`src/rtl/wb_pkg.sv`:
```
// Shared widths and the load-queue entry type for the writeback arbiter.
package wb_pkg;

    localparam int DATA_W = 16;
    localparam int ADDR_W = 3;
    localparam int QDEPTH = 4;

    typedef struct packed {
        logic              live;
        logic [ADDR_W-1:0] addr;
        logic [DATA_W-1:0] data;
    } wb_entry_t;

endpackage

```
`src/rtl/wb_load_queue.sv`:
```
// Circular load-return FIFO with multi-entry pop and invalidate-by-address.
// Exposes every slot plus its age (0 = head) so the parent can search by order.
module wb_load_queue
    import wb_pkg::*;
#(
    parameter  int DEPTH = QDEPTH,
    localparam int PTR_W = $clog2(DEPTH),
    localparam int CNT_W = PTR_W + 1
) (
    input  logic              clk,
    input  logic              rst_n,
    input  logic              i_push,
    input  logic [ADDR_W-1:0] i_push_addr,
    input  logic [DATA_W-1:0] i_push_data,
    input  logic [CNT_W-1:0]  i_pop_n,
    input  logic              i_kill_valid,
    input  logic [ADDR_W-1:0] i_kill_addr,
    output logic [CNT_W-1:0]  o_count,
    output wb_entry_t         o_entries [DEPTH],
    output logic [PTR_W-1:0]  o_age [DEPTH]
);

    logic [PTR_W-1:0] r_head;
    logic [PTR_W-1:0] r_tail;
    logic [CNT_W-1:0] r_count;
    wb_entry_t        r_entries [DEPTH];

    logic [PTR_W-1:0] w_age [DEPTH];
    logic [DEPTH-1:0] w_popped;
    logic [DEPTH-1:0] w_killed;
    logic [DEPTH-1:0] w_pushed;

    genvar gi;
    generate
        for (gi = 0; gi < DEPTH; gi++) begin : g_slot
            assign w_age[gi]     = PTR_W'(gi) - r_head;
            assign w_popped[gi]  = ({1'b0, w_age[gi]} < i_pop_n);
            assign w_killed[gi]  = i_kill_valid && (r_entries[gi].addr == i_kill_addr);
            assign w_pushed[gi]  = i_push && (r_tail == PTR_W'(gi));
            assign o_entries[gi] = r_entries[gi];
            assign o_age[gi]     = w_age[gi];
        end
    endgenerate

    // Popped slots are cleared so that unoccupied slots are never live.
    always_ff @(posedge clk or negedge rst_n) begin
        if (!rst_n) begin
            r_head  <= '0;
            r_tail  <= '0;
            r_count <= '0;
            for (int i = 0; i < DEPTH; i++) begin
                r_entries[i] <= '0;
            end
        end else begin
            r_head  <= r_head + i_pop_n[PTR_W-1:0];
            r_tail  <= r_tail + PTR_W'(i_push);
            r_count <= r_count - i_pop_n + CNT_W'(i_push);
            for (int i = 0; i < DEPTH; i++) begin
                if (w_pushed[i]) begin
                    r_entries[i] <= {1'b1, i_push_addr, i_push_data};
                end else begin
                    r_entries[i].live <= r_entries[i].live && !w_popped[i] && !w_killed[i];
                end
            end
        end
    end

    assign o_count = r_count;

endmodule

```
`src/rtl/wb_arbiter.sv`:
```
// Writeback arbiter: merges ALU and load results onto one register-file port.
// DATA_W/ADDR_W must match wb_pkg, since the queue entry type is fixed there.
module wb_arbiter #(
    parameter int DATA_W = wb_pkg::DATA_W,
    parameter int ADDR_W = wb_pkg::ADDR_W,
    parameter int QDEPTH = wb_pkg::QDEPTH
) (
    input  logic              clk,
    input  logic              reset,
    input  logic              alu_valid,
    input  logic [ADDR_W-1:0] alu_addr,
    input  logic [DATA_W-1:0] alu_data,
    input  logic              ld_valid,
    input  logic [ADDR_W-1:0] ld_addr,
    input  logic [DATA_W-1:0] ld_data,
    output logic              ld_ready,
    output logic              reg_write,
    output logic [ADDR_W-1:0] write_addr,
    output logic [DATA_W-1:0] write_data,
    input  logic [ADDR_W-1:0] fwd_addr1,
    input  logic [ADDR_W-1:0] fwd_addr2,
    output logic              fwd_hit1,
    output logic              fwd_hit2,
    output logic [DATA_W-1:0] fwd_data1,
    output logic [DATA_W-1:0] fwd_data2,
    output logic              ovf
);
    import wb_pkg::*;

    localparam int PTR_W = $clog2(QDEPTH);
    localparam int CNT_W = PTR_W + 1;

    wb_entry_t         w_entries [QDEPTH];
    logic [PTR_W-1:0]  w_age [QDEPTH];
    logic [CNT_W-1:0]  w_count;
    logic [CNT_W-1:0]  w_pop_n;
    logic              w_ld_ready;
    logic              w_ld_kill;
    logic              w_ld_accept;
    logic              w_push;
    logic              w_win;
    logic [ADDR_W-1:0] w_win_addr;
    logic [DATA_W-1:0] w_win_data;
    logic              w_live_any;
    logic [PTR_W-1:0]  w_oldest_age;
    logic [PTR_W-1:0]  w_oldest_idx;

    logic              r_reg_write;
    logic [ADDR_W-1:0] r_write_addr;
    logic [DATA_W-1:0] r_write_data;
    logic              r_ovf;

    wb_load_queue #(.DEPTH(QDEPTH)) u_queue (
        .clk          (clk),
        .rst_n        (reset),
        .i_push       (w_push),
        .i_push_addr  (ld_addr),
        .i_push_data  (ld_data),
        .i_pop_n      (w_pop_n),
        .i_kill_valid (alu_valid),
        .i_kill_addr  (alu_addr),
        .o_count      (w_count),
        .o_entries    (w_entries),
        .o_age        (w_age)
    );

    assign w_ld_ready  = (w_count != CNT_W'(QDEPTH));
    assign w_ld_kill   = alu_valid && (ld_addr == alu_addr);
    assign w_ld_accept = ld_valid && w_ld_ready && !w_ld_kill;

    always_comb begin
        w_live_any   = 1'b0;
        w_oldest_age = '0;
        w_oldest_idx = '0;
        for (int i = 0; i < QDEPTH; i++) begin
            if (w_entries[i].live && (!w_live_any || (w_age[i] < w_oldest_age))) begin
                w_live_any   = 1'b1;
                w_oldest_age = w_age[i];
                w_oldest_idx = PTR_W'(i);
            end
        end
    end

    // Dead entries ahead of the oldest live one are discarded in the same pop,
    // so they never cost a write slot.
    always_comb begin
        w_win      = 1'b0;
        w_win_addr = alu_addr;
        w_win_data = alu_data;
        w_pop_n    = '0;
        w_push     = 1'b0;
        if (alu_valid) begin
            w_win  = 1'b1;
            w_push = w_ld_accept;
        end else if (w_live_any) begin
            w_win      = 1'b1;
            w_win_addr = w_entries[w_oldest_idx].addr;
            w_win_data = w_entries[w_oldest_idx].data;
            w_pop_n    = {1'b0, w_oldest_age} + CNT_W'(1);
            w_push     = w_ld_accept;
        end else begin
            w_pop_n = w_count;
            if (w_ld_accept) begin
                w_win      = 1'b1;
                w_win_addr = ld_addr;
                w_win_data = ld_data;
            end
        end
    end

    always_ff @(posedge clk or negedge reset) begin
        if (!reset) begin
            r_reg_write  <= 1'b0;
            r_write_addr <= '0;
            r_write_data <= '0;
            r_ovf        <= 1'b0;
        end else begin
            r_reg_write <= w_win;
            if (w_win) begin
                r_write_addr <= w_win_addr;
                r_write_data <= w_win_data;
            end
            if (ld_valid && !w_ld_ready) begin
                r_ovf <= 1'b1;
            end
        end
    end

    genvar gi;
    generate
        for (gi = 0; gi < 2; gi++) begin : g_fwd
            logic [ADDR_W-1:0] w_addr;
            logic              w_hit;
            logic [DATA_W-1:0] w_data;
            logic [PTR_W-1:0]  w_best_age;

            assign w_addr = (gi == 0) ? fwd_addr1 : fwd_addr2;

            // Youngest live queue entry first, then the value being written now.
            always_comb begin
                w_hit      = 1'b0;
                w_data     = '0;
                w_best_age = '0;
                for (int i = 0; i < QDEPTH; i++) begin
                    if (w_entries[i].live && (w_entries[i].addr == w_addr) &&
                        (!w_hit || (w_age[i] > w_best_age))) begin
                        w_hit      = 1'b1;
                        w_best_age = w_age[i];
                        w_data     = w_entries[i].data;
                    end
                end
                if (!w_hit && r_reg_write && (r_write_addr == w_addr)) begin
                    w_hit  = 1'b1;
                    w_data = r_write_data;
                end
            end
        end
    endgenerate

    assign fwd_hit1   = g_fwd[0].w_hit;
    assign fwd_data1  = g_fwd[0].w_data;
    assign fwd_hit2   = g_fwd[1].w_hit;
    assign fwd_data2  = g_fwd[1].w_data;
    assign ld_ready   = w_ld_ready;
    assign reg_write  = r_reg_write;
    assign write_addr = r_write_addr;
    assign write_data = r_write_data;
    assign ovf        = r_ovf;

endmodule

```
`config.mk`:
```
export PLATFORM = sky130hd
export DESIGN_NAME = wb_arbiter
export DESIGN_NICKNAME = d
export VERILOG_FILES = /design/src/rtl/wb_pkg.sv /design/src/rtl/wb_load_queue.sv /design/src/rtl/wb_arbiter.sv
export SDC_FILE = /design/constraint.sdc
export NUM_CORES = 1
export LEC_CHECK = 0
export CAP_MARGIN = 25
export CORE_UTILIZATION = 45
export DETAILED_ROUTE_END_ITERATION = 8
export PLACE_DENSITY = 0.67
export SYNTH_ARGS = -nofsm -noshare
export SYNTH_HDL_FRONTEND = slang
export SYNTH_SLANG_ARGS = --single-unit
export TNS_END_PERCENT = 100
```
`constraint.sdc`:
```
create_clock -name clk -period 7.32 [get_ports clk]
set_input_delay 1.464 -clock clk [delete_from_list [all_inputs] [get_ports clk]]
set_output_delay 1.464 -clock clk [all_outputs]
set_load 0.005 [all_outputs]
```
==> metrics.yaml <==
timing:
  layout_min_cycle_time_ps: 7260
  finalCritPeriodShare_pct: 99.2
  fmax_mhz: 138
  clock_skew_ps: 10.6
  drv_slew: 0
  hold_viol: 0
  hold_ws_ps: 509
  tns_ps: 0
  grt_setup_unrepaired: "true"
  setup_viol: 0
  worst_pin_slew_ps: 1140
  max-slew-margin-rel_pct: 23.8
placement:
  numPortBuffers: 103
  post-dp-hpwl_um: 18700
  placed_area_um2: 9560
  dp.cells: 1239
  place_congestion: 0.946
global_route:
  antenna_found_initial: 0
  grt_busiest_layer: "met2"
  grt_pass1_wl_um: 43800
  use_met2_pct: 47.3
  grt_start_max_net_pins: 57
  grtUsageMet1_pct: 44.7
  grt_use_total_pct: 31.6
  gr-total-overflow: 0
  met3_usage_pct: 5.85
  first_global_vias: 7557
logic_synthesis:
  ys_seq_area_share_pct: 33.0
  synth.net_count: 1013
  synth_cell_types: 59
  avgSynthCellArea_um2: 8.69
  ys_async_sr_fraction_pct: 100
  syn_area_um2: 8190
  ys_warn_count: 0
  syn_inst: 942
  ys_seq_elements: 108
  synth_ff_type: "dfrtp_1"
  synth-edff-count: 0
pwr:
  vdd_drop_max_mv: 0.191
  power.internal_w: 0.00234
  p_seq_share_pct: 31.3
  p_leak_nw: 4.20
  p_sw_share_pct: 43.8
  p_per_area_nw_per_um2: 412
  p_sw_w: 0.00182
  p_comb_share_pct: 55.1
  clockPowerShare_pct: 13.6
setup_path:
  arrival_ps: 5790
  endpoint_kind: "output pin"
  crit_fanout: 18
  crit_path_cell_trace: "dlygate4sd2_1 -> xnor2_2 -> nand4_1 -> a41oi_2 -> nor2_1 -> a21oi_2 -> ha_1 -> nor2b_1 -> o21ai_1 -> o21ai_2 -> nand2b_4 -> mux2_2 -> ha_1 -> nor2b_1 -> o21ai_2 -> a21oi_4 -> buf_12 -> a221o_1 -> a31oi_1 -> clkdlybuf4s50_1"
  cp.required_ps: 5860
  cp-start-kind: "primary input"
  path_class: "in -> out"
  crit_buf_inv: 3
  cpPeakStageDelay_ps: 530
  crit_family: "compound AO/OA/AOI/OAI gates"
  cpMaxStageDelayCell: "clkdlybuf4s50_1"
min_path:
  hold_class: "reg -> reg"
detailed_routing:
  viasPerCell: 6.39
  drt_iter0_markers: 823
  antenna_left: 0
  num_vias: 8052
  wl_um: 28600
  dr.pass1.iters: 5
  routedWlPerCell_um: 22.7
  drcViolationCount: 0
floorplan:
  start_util_pct: 46.7
  io_pins: 104
  die-area_um2: 18700
  coreArea_um2: 17500
  die_w_um: 137
  die_h_um: 137
  rows: 48
run_status:
  status: "complete, no violations"
layout:
  multiInputGateArea_um2: 5170
  regArea_um2: 2700
  drive_gt1_share_pct: 17.8
  final_cells: 1260
  finalNetCount: 1101
  num_antenna_cells: 0
  post-route-util_pct: 57.5
  postLayoutCellArea_um2: 10100
  syn2layout_area_growth_pct: 23.1
  fill_cells: 1574
cts:
  clk_latency_ps: 370
  clock-sinks: 108
  tritoncts: "built"
  root_buffer: "clkbuf_16"
  clkSlewWorstSetupHoldPaths_ps: 80
  cts_buffers: 9
  cts_buffer_depth: 2
  htreeDepth: 3
flow_run:
  maxCapViolations: 0
[Yosys cell counts (7+ instances only)]
cell type	n	area share, %
a211oi_1	16	1.5
a21oi_1	25	1.5
a221o_1	16	2.0
a31oi_1	49	3.7
and2_1	35	2.7
buf_2	30	1.8
clkbuf_1	41	1.9
dfrtp_1	108	33
ha_1	22	3.4
inv_1	16	0.73
mux2_2	75	10
mux2i_1	24	2.9
nand2_1	114	5.2
nand4_1	27	2.1
nor2_1	110	5.0
nor2b_1	21	1.6
nor3_1	7	0.43
o211ai_1	22	2.0
o21ai_0	13	0.79
o22ai_1	16	1.2
o311ai_0	9	0.96
o311ai_1	7	0.75
o31ai_1	16	1.5
xnor2_1	43	4.6
[registers in the layout (all words and copies together) (netlist names)]
register and cells:
u_queue.o_count 3, ovf 1, write_data 16, u_queue.o_entries 80, u_queue.r_tail 2, reg_write 1, u_queue.r_head 2, write_addr 3
[path summary, 6_finish.rpt]
kind | from | endpoint | slack, ps | depth (start not counted)
max | fwd_addr2[1] | fwd_data2[12] | 60 | 20
min | ovf$_DFFE_PN0P_ | ovf$_DFFE_PN0P_ | 510 | 1
max reg2reg | u_queue.r_head[1]$_DFF_PN0_ | u_queue.o_count[2]$_DFF_PN0_ | 840 | 21
min reg2reg | ovf$_DFFE_PN0P_ | ovf$_DFFE_PN0P_ | 510 | 1
max in group asynchronous | reset | write_data[10]$_DFFE_PN0P_ | 4950 | 2
min in group asynchronous | reset | u_queue.o_entries[2]$_DFFE_PN0P_ | 1130 | 1
[metal layers]
metal	vias up	routed length (µm)
li1	3594	-
met1	3877	12200
met2	505	12700
met3	76	2770
met4	0	913
met5	-	0
[power by group through the flow]
stage                     Combinational (W)  Clock (W)  Sequential, W
after CTS                           0.00227   0.000574        0.00128
after floorplan                     0.00143          0        0.00115
after detailed placement            0.00223          0        0.00129
after global routing                0.00248   0.000593        0.00134
after global placement              0.00219          0        0.00128
final                               0.00229   0.000566        0.00130
[layout make-up]
type | instances | share of cell area [%]
clock buffers | 9 | 2.23
clock inverters | 7 | 1.09
inverters | 17 | 0.633
multi-input cells | 732 | 51.3
flip-flops and latches | 108 | 26.8
well taps | 225 | 2.79
repair buffers | 162 | 15.1
[metrics by stage]
step	setup WS (ps)	power (W)
floorplan	277	0.00258
global placement	-454	0.00347
detailed placement	-518	0.00351
CTS	77.7	0.00412
global route	-50.5	0.00441
finish	61.7	0.00416
[placed cells by master, fill, tap and decap left out, types with 4 or more instances in the layout]
cell	instances
clkdlybuf4s50_1	76
nand3b_1	4
o21ai_0	10
xnor2_1	39
mux2i_1	24
nand4_1	27
nor2b_1	20
a21oi_1	21
nor2_1	109
a31oi_1	48
nand3_1	4
mux2_1	5
clkbuf_16	9
a211oi_1	16
xnor2_2	4
xor2_1	6
dlygate4sd2_1	10
ha_1	22
buf_4	53
a221o_1	16
buf_6	6
inv_1	16
o311ai_1	11
o22ai_1	16
nor3_1	5
nand2_1	114
o21a_1	5
o211ai_1	22
dlymetal6s2s_1	15
mux2_2	75
dfrtp_1	108
o31ai_1	16
o311ai_0	5
and2_1	35
[repair_timing]
item                       4_1_cts  5_1_grt
hold buffers                     0        0
pin swaps                        9       13
setup buffers                    3        2
gates resized for setup         30       25
setup endpoints to repair       32       26
[cells by family after synthesis]
family	after synthesis	share of synthesized area, %
AO/OA/AOI/OAI	217	18.8
XOR/XNOR	49	5.24
adder cells (fa/ha/maj)	23	3.61
buffers and inverters	102	5.79
flip-flops	108	33.0
multiplexers	104	13.9
AND/OR/NAND/NOR	339	19.6
Power figures use the tool's default switching activity.
